===== src/rtl/shift_ctrl_pkg.sv =====
// Shared types and widths for the shift-sharing controller.
// SHIFT_WIDE_EN widens the request shift amount to 5 bits and enables the two-pass EXEC2 state.
package shift_ctrl_pkg;
  localparam int DATA_W   = 16;
  localparam int SH_AMT_W = 4;
  localparam int REQ_ID_W = 1;
`ifdef SHIFT_WIDE_EN
  localparam int AMT_W    = 5;
`else
  localparam int AMT_W    = 4;
`endif

  typedef enum logic [1:0] {IDLE, EXEC, EXEC2, RESP} state_t;
endpackage


===== src/rtl/shift_share_ctrl_if.sv =====
// Request/response channels between the two requesters and the shift-sharing controller.
interface shift_share_ctrl_if import shift_ctrl_pkg::*; ();
  logic              req0_valid;
  logic              req0_ready;
  logic [DATA_W-1:0] req0_a;
  logic [AMT_W-1:0]  req0_b;
  logic              req1_valid;
  logic              req1_ready;
  logic [DATA_W-1:0] req1_a;
  logic [AMT_W-1:0]  req1_b;
  logic              rsp0_valid;
  logic              rsp0_ready;
  logic              rsp1_valid;
  logic              rsp1_ready;
  logic [DATA_W-1:0] rsp_c;
  logic              rsp_cout;

  modport master (
    output req0_valid, req0_a, req0_b, req1_valid, req1_a, req1_b, rsp0_ready, rsp1_ready,
    input  req0_ready, req1_ready, rsp0_valid, rsp1_valid, rsp_c, rsp_cout
  );

  modport slave (
    input  req0_valid, req0_a, req0_b, req1_valid, req1_a, req1_b, rsp0_ready, rsp1_ready,
    output req0_ready, req1_ready, rsp0_valid, rsp1_valid, rsp_c, rsp_cout
  );
endinterface


===== src/rtl/rr_arb2.sv =====
// Two-way round-robin arbiter: on a tie the requester that was not served last wins.
module rr_arb2 (
  input  logic [1:0] i_valid,
  input  logic       i_rr_ptr,
  output logic [1:0] o_grant
);
  always_comb begin
    o_grant = 2'b00;
    case (i_valid)
      2'b01:   o_grant = 2'b01;
      2'b10:   o_grant = 2'b10;
      2'b11:   o_grant = i_rr_ptr ? 2'b01 : 2'b10;
      default: o_grant = 2'b00;
    endcase
  end
endmodule


===== src/rtl/shift_share_ctrl.sv =====
// Shares one external 16-bit left shifter between two requesters (IDLE -> EXEC -> RESP).
// Define SHIFT_WIDE_EN for 5-bit amounts; amounts >= 16 take an extra EXEC2 pass.
module shift_share_ctrl import shift_ctrl_pkg::*; (
  input  logic                clk,
  input  logic                rst_n,
  shift_share_ctrl_if.slave   bus,
  output logic [DATA_W-1:0]   sh_a,
  output logic [SH_AMT_W-1:0] sh_b,
  input  logic [DATA_W-1:0]   sh_c,
  input  logic                sh_cout,
  output logic                busy
);
  state_t                r_state;
  logic                  r_rr_ptr;
  logic                  r_rr_vld;
  logic [REQ_ID_W-1:0]   r_id;
  logic [DATA_W-1:0]     r_sh_a;
  logic [SH_AMT_W-1:0]   r_sh_b;
  logic [DATA_W-1:0]     r_rsp_c;
  logic                  r_rsp_cout;
  logic [1:0]            r_rsp_valid;
  logic                  r_busy;
  logic [1:0]            w_grant;
  logic                  w_rr_last;
  logic [AMT_W-1:0]      w_amt;
  logic                  w_rsp_ready;
`ifdef SHIFT_WIDE_EN
  logic                  r_two;
  logic [AMT_W-1:0]      r_amt2;
`endif

  // Until the first handshake nobody has been served; treat req1 as last served.
  assign w_rr_last   = r_rr_vld ? r_rr_ptr : 1'b1;
  assign w_amt       = w_grant[1] ? bus.req1_b : bus.req0_b;
  assign w_rsp_ready = r_id[0] ? bus.rsp1_ready : bus.rsp0_ready;

  rr_arb2 u_arb (
    .i_valid  ({bus.req1_valid, bus.req0_valid} & {2{r_state == IDLE}}),
    .i_rr_ptr (w_rr_last),
    .o_grant  (w_grant)
  );

  always_ff @(posedge clk) begin
    if (!rst_n) begin
      r_state     <= IDLE;
      r_rr_ptr    <= 1'b0;
      r_rr_vld    <= 1'b0;
      r_id        <= '0;
      r_sh_a      <= '0;
      r_sh_b      <= '0;
      r_rsp_c     <= '0;
      r_rsp_cout  <= 1'b0;
      r_rsp_valid <= 2'b00;
      r_busy      <= 1'b0;
`ifdef SHIFT_WIDE_EN
      r_two       <= 1'b0;
      r_amt2      <= '0;
`endif
    end else begin
      case (r_state)
        IDLE: begin
          if (|w_grant) begin
            r_id   <= w_grant[1];
            r_sh_a <= w_grant[1] ? bus.req1_a : bus.req0_a;
`ifdef SHIFT_WIDE_EN
            r_two  <= w_amt[4];
            r_amt2 <= w_amt - AMT_W'(15);
            r_sh_b <= w_amt[4] ? SH_AMT_W'(15) : w_amt[SH_AMT_W-1:0];
`else
            r_sh_b <= w_amt;
`endif
            r_busy  <= 1'b1;
            r_state <= EXEC;
          end
        end
        EXEC: begin
`ifdef SHIFT_WIDE_EN
          if (r_two) begin
            r_sh_a     <= sh_c;
            r_sh_b     <= r_amt2[SH_AMT_W-1:0];
            r_rsp_cout <= sh_cout;
            r_state    <= EXEC2;
          end else
`endif
          begin
            r_rsp_c     <= sh_c;
            r_rsp_cout  <= sh_cout;
            r_sh_a      <= '0;
            r_sh_b      <= '0;
            r_rsp_valid <= r_id[0] ? 2'b10 : 2'b01;
            r_state     <= RESP;
          end
        end
`ifdef SHIFT_WIDE_EN
        EXEC2: begin
          // A second-pass amount of 16 cannot be expressed on sh_b: everything left shifts out.
          r_rsp_c     <= r_amt2[4] ? '0 : sh_c;
          r_rsp_cout  <= r_rsp_cout | sh_cout | (r_amt2[4] & (|sh_c));
          r_sh_a      <= '0;
          r_sh_b      <= '0;
          r_rsp_valid <= r_id[0] ? 2'b10 : 2'b01;
          r_state     <= RESP;
        end
`endif
        RESP: begin
          if (w_rsp_ready) begin
            r_rsp_valid <= 2'b00;
            r_rr_ptr    <= r_id[0];
            r_rr_vld    <= 1'b1;
            r_busy      <= 1'b0;
            r_state     <= IDLE;
          end
        end
        default: r_state <= IDLE;
      endcase
    end
  end

  assign bus.req0_ready = w_grant[0];
  assign bus.req1_ready = w_grant[1];
  assign bus.rsp0_valid = r_rsp_valid[0];
  assign bus.rsp1_valid = r_rsp_valid[1];
  assign bus.rsp_c      = r_rsp_c;
  assign bus.rsp_cout   = r_rsp_cout;
  assign sh_a           = r_sh_a;
  assign sh_b           = r_sh_b;
  assign busy           = r_busy;
endmodule


===== src/flat_wrapper.sv =====
// flat-port wrapper written by rule: the top's interface ports become plain ports
module shift_share_ctrl_flat import shift_ctrl_pkg::*;
  (clk, rst_n, sh_a, sh_b, sh_c, sh_cout, busy, bus_req0_valid, bus_req0_a, bus_req0_b, bus_req1_valid, bus_req1_a, bus_req1_b, bus_rsp0_ready, bus_rsp1_ready, bus_req0_ready, bus_req1_ready, bus_rsp0_valid, bus_rsp1_valid, bus_rsp_c, bus_rsp_cout);
  shift_share_ctrl_if bus_i ();
  input  logic clk;
  input  logic rst_n;
  output logic [DATA_W-1:0] sh_a;
  output logic [SH_AMT_W-1:0] sh_b;
  input  logic [DATA_W-1:0] sh_c;
  input  logic sh_cout;
  output logic busy;
  input wire logic [$bits(bus_i.req0_valid)-1:0] bus_req0_valid;
  input wire logic [$bits(bus_i.req0_a)-1:0] bus_req0_a;
  input wire logic [$bits(bus_i.req0_b)-1:0] bus_req0_b;
  input wire logic [$bits(bus_i.req1_valid)-1:0] bus_req1_valid;
  input wire logic [$bits(bus_i.req1_a)-1:0] bus_req1_a;
  input wire logic [$bits(bus_i.req1_b)-1:0] bus_req1_b;
  input wire logic [$bits(bus_i.rsp0_ready)-1:0] bus_rsp0_ready;
  input wire logic [$bits(bus_i.rsp1_ready)-1:0] bus_rsp1_ready;
  output wire logic [$bits(bus_i.req0_ready)-1:0] bus_req0_ready;
  output wire logic [$bits(bus_i.req1_ready)-1:0] bus_req1_ready;
  output wire logic [$bits(bus_i.rsp0_valid)-1:0] bus_rsp0_valid;
  output wire logic [$bits(bus_i.rsp1_valid)-1:0] bus_rsp1_valid;
  output wire logic [$bits(bus_i.rsp_c)-1:0] bus_rsp_c;
  output wire logic [$bits(bus_i.rsp_cout)-1:0] bus_rsp_cout;
  assign bus_i.req0_valid = bus_req0_valid;
  assign bus_i.req0_a = bus_req0_a;
  assign bus_i.req0_b = bus_req0_b;
  assign bus_i.req1_valid = bus_req1_valid;
  assign bus_i.req1_a = bus_req1_a;
  assign bus_i.req1_b = bus_req1_b;
  assign bus_i.rsp0_ready = bus_rsp0_ready;
  assign bus_i.rsp1_ready = bus_rsp1_ready;
  assign bus_req0_ready = bus_i.req0_ready;
  assign bus_req1_ready = bus_i.req1_ready;
  assign bus_rsp0_valid = bus_i.rsp0_valid;
  assign bus_rsp1_valid = bus_i.rsp1_valid;
  assign bus_rsp_c = bus_i.rsp_c;
  assign bus_rsp_cout = bus_i.rsp_cout;
  shift_share_ctrl u_core (.clk(clk), .rst_n(rst_n), .bus(bus_i), .sh_a(sh_a), .sh_b(sh_b), .sh_c(sh_c), .sh_cout(sh_cout), .busy(busy));
endmodule

===== config.mk =====
export PLATFORM = sky130hd
export DESIGN_NAME = shift_share_ctrl_flat
export DESIGN_NICKNAME = d
export VERILOG_FILES = /design/src/rtl/shift_ctrl_pkg.sv /design/src/rtl/shift_share_ctrl_if.sv /design/src/rtl/rr_arb2.sv /design/src/rtl/shift_share_ctrl.sv /design/src/flat_wrapper.sv
export SDC_FILE = /design/constraint.sdc
export NUM_CORES = 1
export LEC_CHECK = 0
export ABC_AREA = 0
export ABC_CLOCK_PERIOD_IN_PS = 1800
export CORE_MARGIN = 10
export CORE_UTILIZATION = 43
export DETAILED_ROUTE_END_ITERATION = 6
export PLACE_DENSITY_LB_ADDON = 0.1
export SLEW_MARGIN = 15
export SYNTH_ARGS = -nofsm -noshare
export SYNTH_HDL_FRONTEND = slang
export SYNTH_SLANG_ARGS = --single-unit

===== constraint.sdc =====
create_clock -name clk -period 1.8 [get_ports clk]
set_input_delay 0.45 -clock clk [delete_from_list [all_inputs] [get_ports clk]]
set_output_delay 0.45 -clock clk [all_outputs]
set_load 0.03 [all_outputs]

==> flow_metrics.py <==
metrics = {
    "grt": {
        "grt_overflow_total": 0,
        "track_usage": 0.167,
        "grt_pass1_vias": 2456,
        "grt_start_max_net_pins": 29,
        "grt_pass1_wl_um": 12400,
        "antenna_found_initial": 0,
    },
    "synthesis": {
        "synth_area_um2": 2500,
        "synthArstFlopShare": 0,
        "synth_area_leaders": "dfxtp_1 36%, o211ai_2 10%, mux2i_1 8.0%",
        "ys_types": 30,
        "yosys.area.top_type": "dfxtp_1",
        "synth.most_common_cell": "dfxtp_1",
        "yosys_warnings": 0,
        "ys_seq_area_frac": 0.360,
        "ys.flop_type": "dfxtp_1",
        "synth_top_area_frac": 0.360,
        "syn_avg_cell_area_um2": 9.86,
        "ys_ff_latch": 45,
        "synth_edf_count": 0,
        "syn-num-nets": 320,
        "syn_inst": 254,
    },
    "drt": {
        "vias": 2398,
        "ant_nets": 0,
        "routed_wl_um": 7920,
        "avgRoutedWirePerCell_um": 18.3,
        "first_pass_iters": 4,
        "dr.first_iter.drc_count": 125,
        "drc_errors": 0,
        "viasPerCell": 5.54,
    },
    "power_and_ir_drop": {
        "ir_worst_vdd_mv": 0.559,
        "p_seq_frac": 0.325,
        "clkPwrFrac": 0.208,
        "powerDensity_nw_per_um2": 986,
        "p_sw_frac": 0.379,
        "p_leak_nw": 2.00,
        "internal-power_mw": 2.37,
        "power_switching_mw": 1.45,
        "p_comb_frac": 0.467,
    },
    "timing": {
        "relSlewSlack": 0.704,
        "grt_setup_unrepaired": "false",
        "hold_viol": 0,
        "fin_crit_sh": 0.984,
        "fmax_mhz": 564,
        "period_minus_slack_ps": 1770,
        "finalClockSkew_ps": 6.56,
        "worst_pin_slew_ps": 431,
        "finalMaxSlewViolations": 0,
        "hold_slack_ps": 465,
        "setup_viol": 0,
        "final.setup.tns_ps": 0,
    },
    "critical_path": {
        "worstPathRequired_ps": 1350,
        "reg2reg_to": "u_core.busy",
        "crit_path_end_kind": "output pin",
        "critPathCapture": "sh_a[13]",
        "cp-start-kind": "flip-flop",
        "crit_path_max_incr_delay_ps": 680,
        "worstPathArrival_ps": 1320,
        "crit_path_start": "u_core.sh_a[13]",
        "crit_type": "flip-flop to output pin",
        "critical_path_buf_inv_count": 1,
        "r2r_start": "u_core.r_state[0]",
        "reg2regPathDepth": 7,
        "cpMaxStageDelayCell": "clkdlybuf4s50_1",
        "crit_path_max_fanout": 2,
        "worst-r2r-setup-slack_ps": 210,
        "critical-path-top-delay-family": "buffers and inverters",
        "crit_chain": "clkdlybuf4s50_1",
        "crit_cells": 1,
    },
    "floorplan": {
        "die-area_um2": 9270,
        "die_w_um": 96.3,
        "core_region_area_um2": 5570,
        "fp.dieH_um": 96.3,
        "io_pins": 105,
        "initial_utilization": 0.449,
        "row_count": 27,
    },
    "final_layout": {
        "area_growth_pct": 54.5,
        "final_cells": 433,
        "nets": 426,
        "num-fill-cells": 464,
        "num_antenna_cells": 0,
        "utilization": 0.694,
        "multi_input_area_um2": 1440,
        "final_cell_area_um2": 3870,
        "drive_above_1_share": 0.191,
        "regArea_um2": 906,
    },
    "job": {
        "cap_violations": 0,
    },
    "place": {
        "gp_congestion": 0.770,
        "placed_cells": 422,
        "portBuffers": 104,
        "placed_area_um2": 3640,
        "dpl.hpwl_um": 5650,
    },
    "clocking": {
        "clk_pin_slew_ps": 90,
        "cts_tree": "built",
        "cts_max_level": 2,
        "root_buffer": "clkbuf_8",
        "cts_buffer_depth": 2,
        "insertion_delay_ps": 300,
        "hold_buffers": 0,
        "cts_sinks": 45,
        "cts_buffers": 5,
    },
    "status": {
        "status": "finished, final reports clean",
    },
    "hold_path": {
        "min_path_type": "flip-flop to flip-flop",
    },
}
==> what timing repair did <==
action | 4_1_cts | 5_1_grt
endpoints found under the setup margin | 8 | 31
buffers inserted | 2 | 0
pin swaps | 1 | 1
resized for setup | 12 | 36
gates cloned | 0 | 1
==> per-stage QoR <==
stage	setup WS [ps]	power, mW
floorplan	81.2	2.34
global placement	-64.0	3.01
detailed placement	-70.9	3.03
CTS	0.130	3.85
global route	0.0998	4.02
finish	28.2	3.82
==> layout make-up <==
type / instances / share of cell area
Clock inverter: 2 / 0.0100
Timing Repair Buffer: 130 / 0.338
Clock buffer: 6 / 0.0188
Multi-Input combinational cell: 174 / 0.372
Inverter: 4 / 0.00388
Tap cell: 72 / 0.0233
Sequential cell: 45 / 0.234
==> logic make-up (layout without fill, tap and decap cells) <==
kind of cell             after synthesis  in the layout  synth area share
multiplexers                          20             20            0.0800
adder cells (fa/ha/maj)                3              3            0.0150
AND/OR/NAND/NOR                       76             77             0.200
buffers and inverters                 36            142            0.0765
AO/OA/AOI/OAI                         74             74             0.269
flip-flops                            45             45             0.360
==> registers in the layout (all words and copies together) (netlist names) <==
register	cells
u_core.r_rr_vld	1
u_core.r_state	2
u_core.bus.rsp_cout	1
u_core.r_rsp_valid	2
u_core.sh_a	16
u_core.bus.rsp_c	16
u_core.sh_b	4
u_core.r_id	1
u_core.r_rr_ptr	1
u_core.busy	1
==> power by group through the flow <==
stage	clock network [mW]	registers (mW)	logic (mW)
2_1_floorplan	0	1.53	0.813
3_3_place_gp	0	1.26	1.75
3_5_place_dp	0	1.26	1.77
4_1_cts	0.815	1.24	1.80
5_1_grt	0.839	1.26	1.92
6_report	0.794	1.24	1.78
==> layout by cell type, fill, tap and decap left out, types with 2 or more instances in the layout <==
cell type,n
a21o_1,2
and3b_1,20
buf_4,25
buf_6,2
clkbuf_8,5
clkdlybuf4s50_1,64
dfxtp_1,41
dfxtp_2,4
dlygate4sd2_1,8
dlymetal6s2s_1,29
inv_1,2
inv_2,2
mux2i_1,20
nand2_1,7
nand3_1,20
nor2_1,3
nor2b_1,20
o2111ai_1,20
o211ai_1,20
o211ai_2,20
o21a_1,2
o21ai_0,4
==> layer usage <==
metal,global-route usage,vias to the layer above,routed length [µm],share of wire
li1,-,1172,-,-
met1,0.192,1156,3210,0.40
met2,0.283,64,4070,0.51
met3,0.0568,6,570,0.072
met4,0.0533,0,72,0.0091
met5,0,-,0,0
==> how the worst min path moves through the flow <==
| stage | startpoint | endpoint | slack, ps | cells after the start |
|---|---|---|---|---|
| 2_1_floorplan | u_core.r_state[1] | u_core.r_state[1] | 450 | 2 |
| 3_3_place_gp | u_core.r_rsp_valid[0] | u_core.r_rsp_valid[0] | 450 | 2 |
| 3_5_place_dp | u_core.r_rsp_valid[0] | u_core.r_rsp_valid[0] | 460 | 2 |
| 4_1_cts | u_core.r_rsp_valid[0] | u_core.r_rsp_valid[0] | 480 | 2 |
| 5_1_grt | u_core.r_rsp_valid[0] | u_core.r_rsp_valid[0] | 500 | 2 |
| 6_report | u_core.r_rsp_valid[0] | u_core.r_rsp_valid[0] | 470 | 2 |
(Power assumes the default switching activity.)
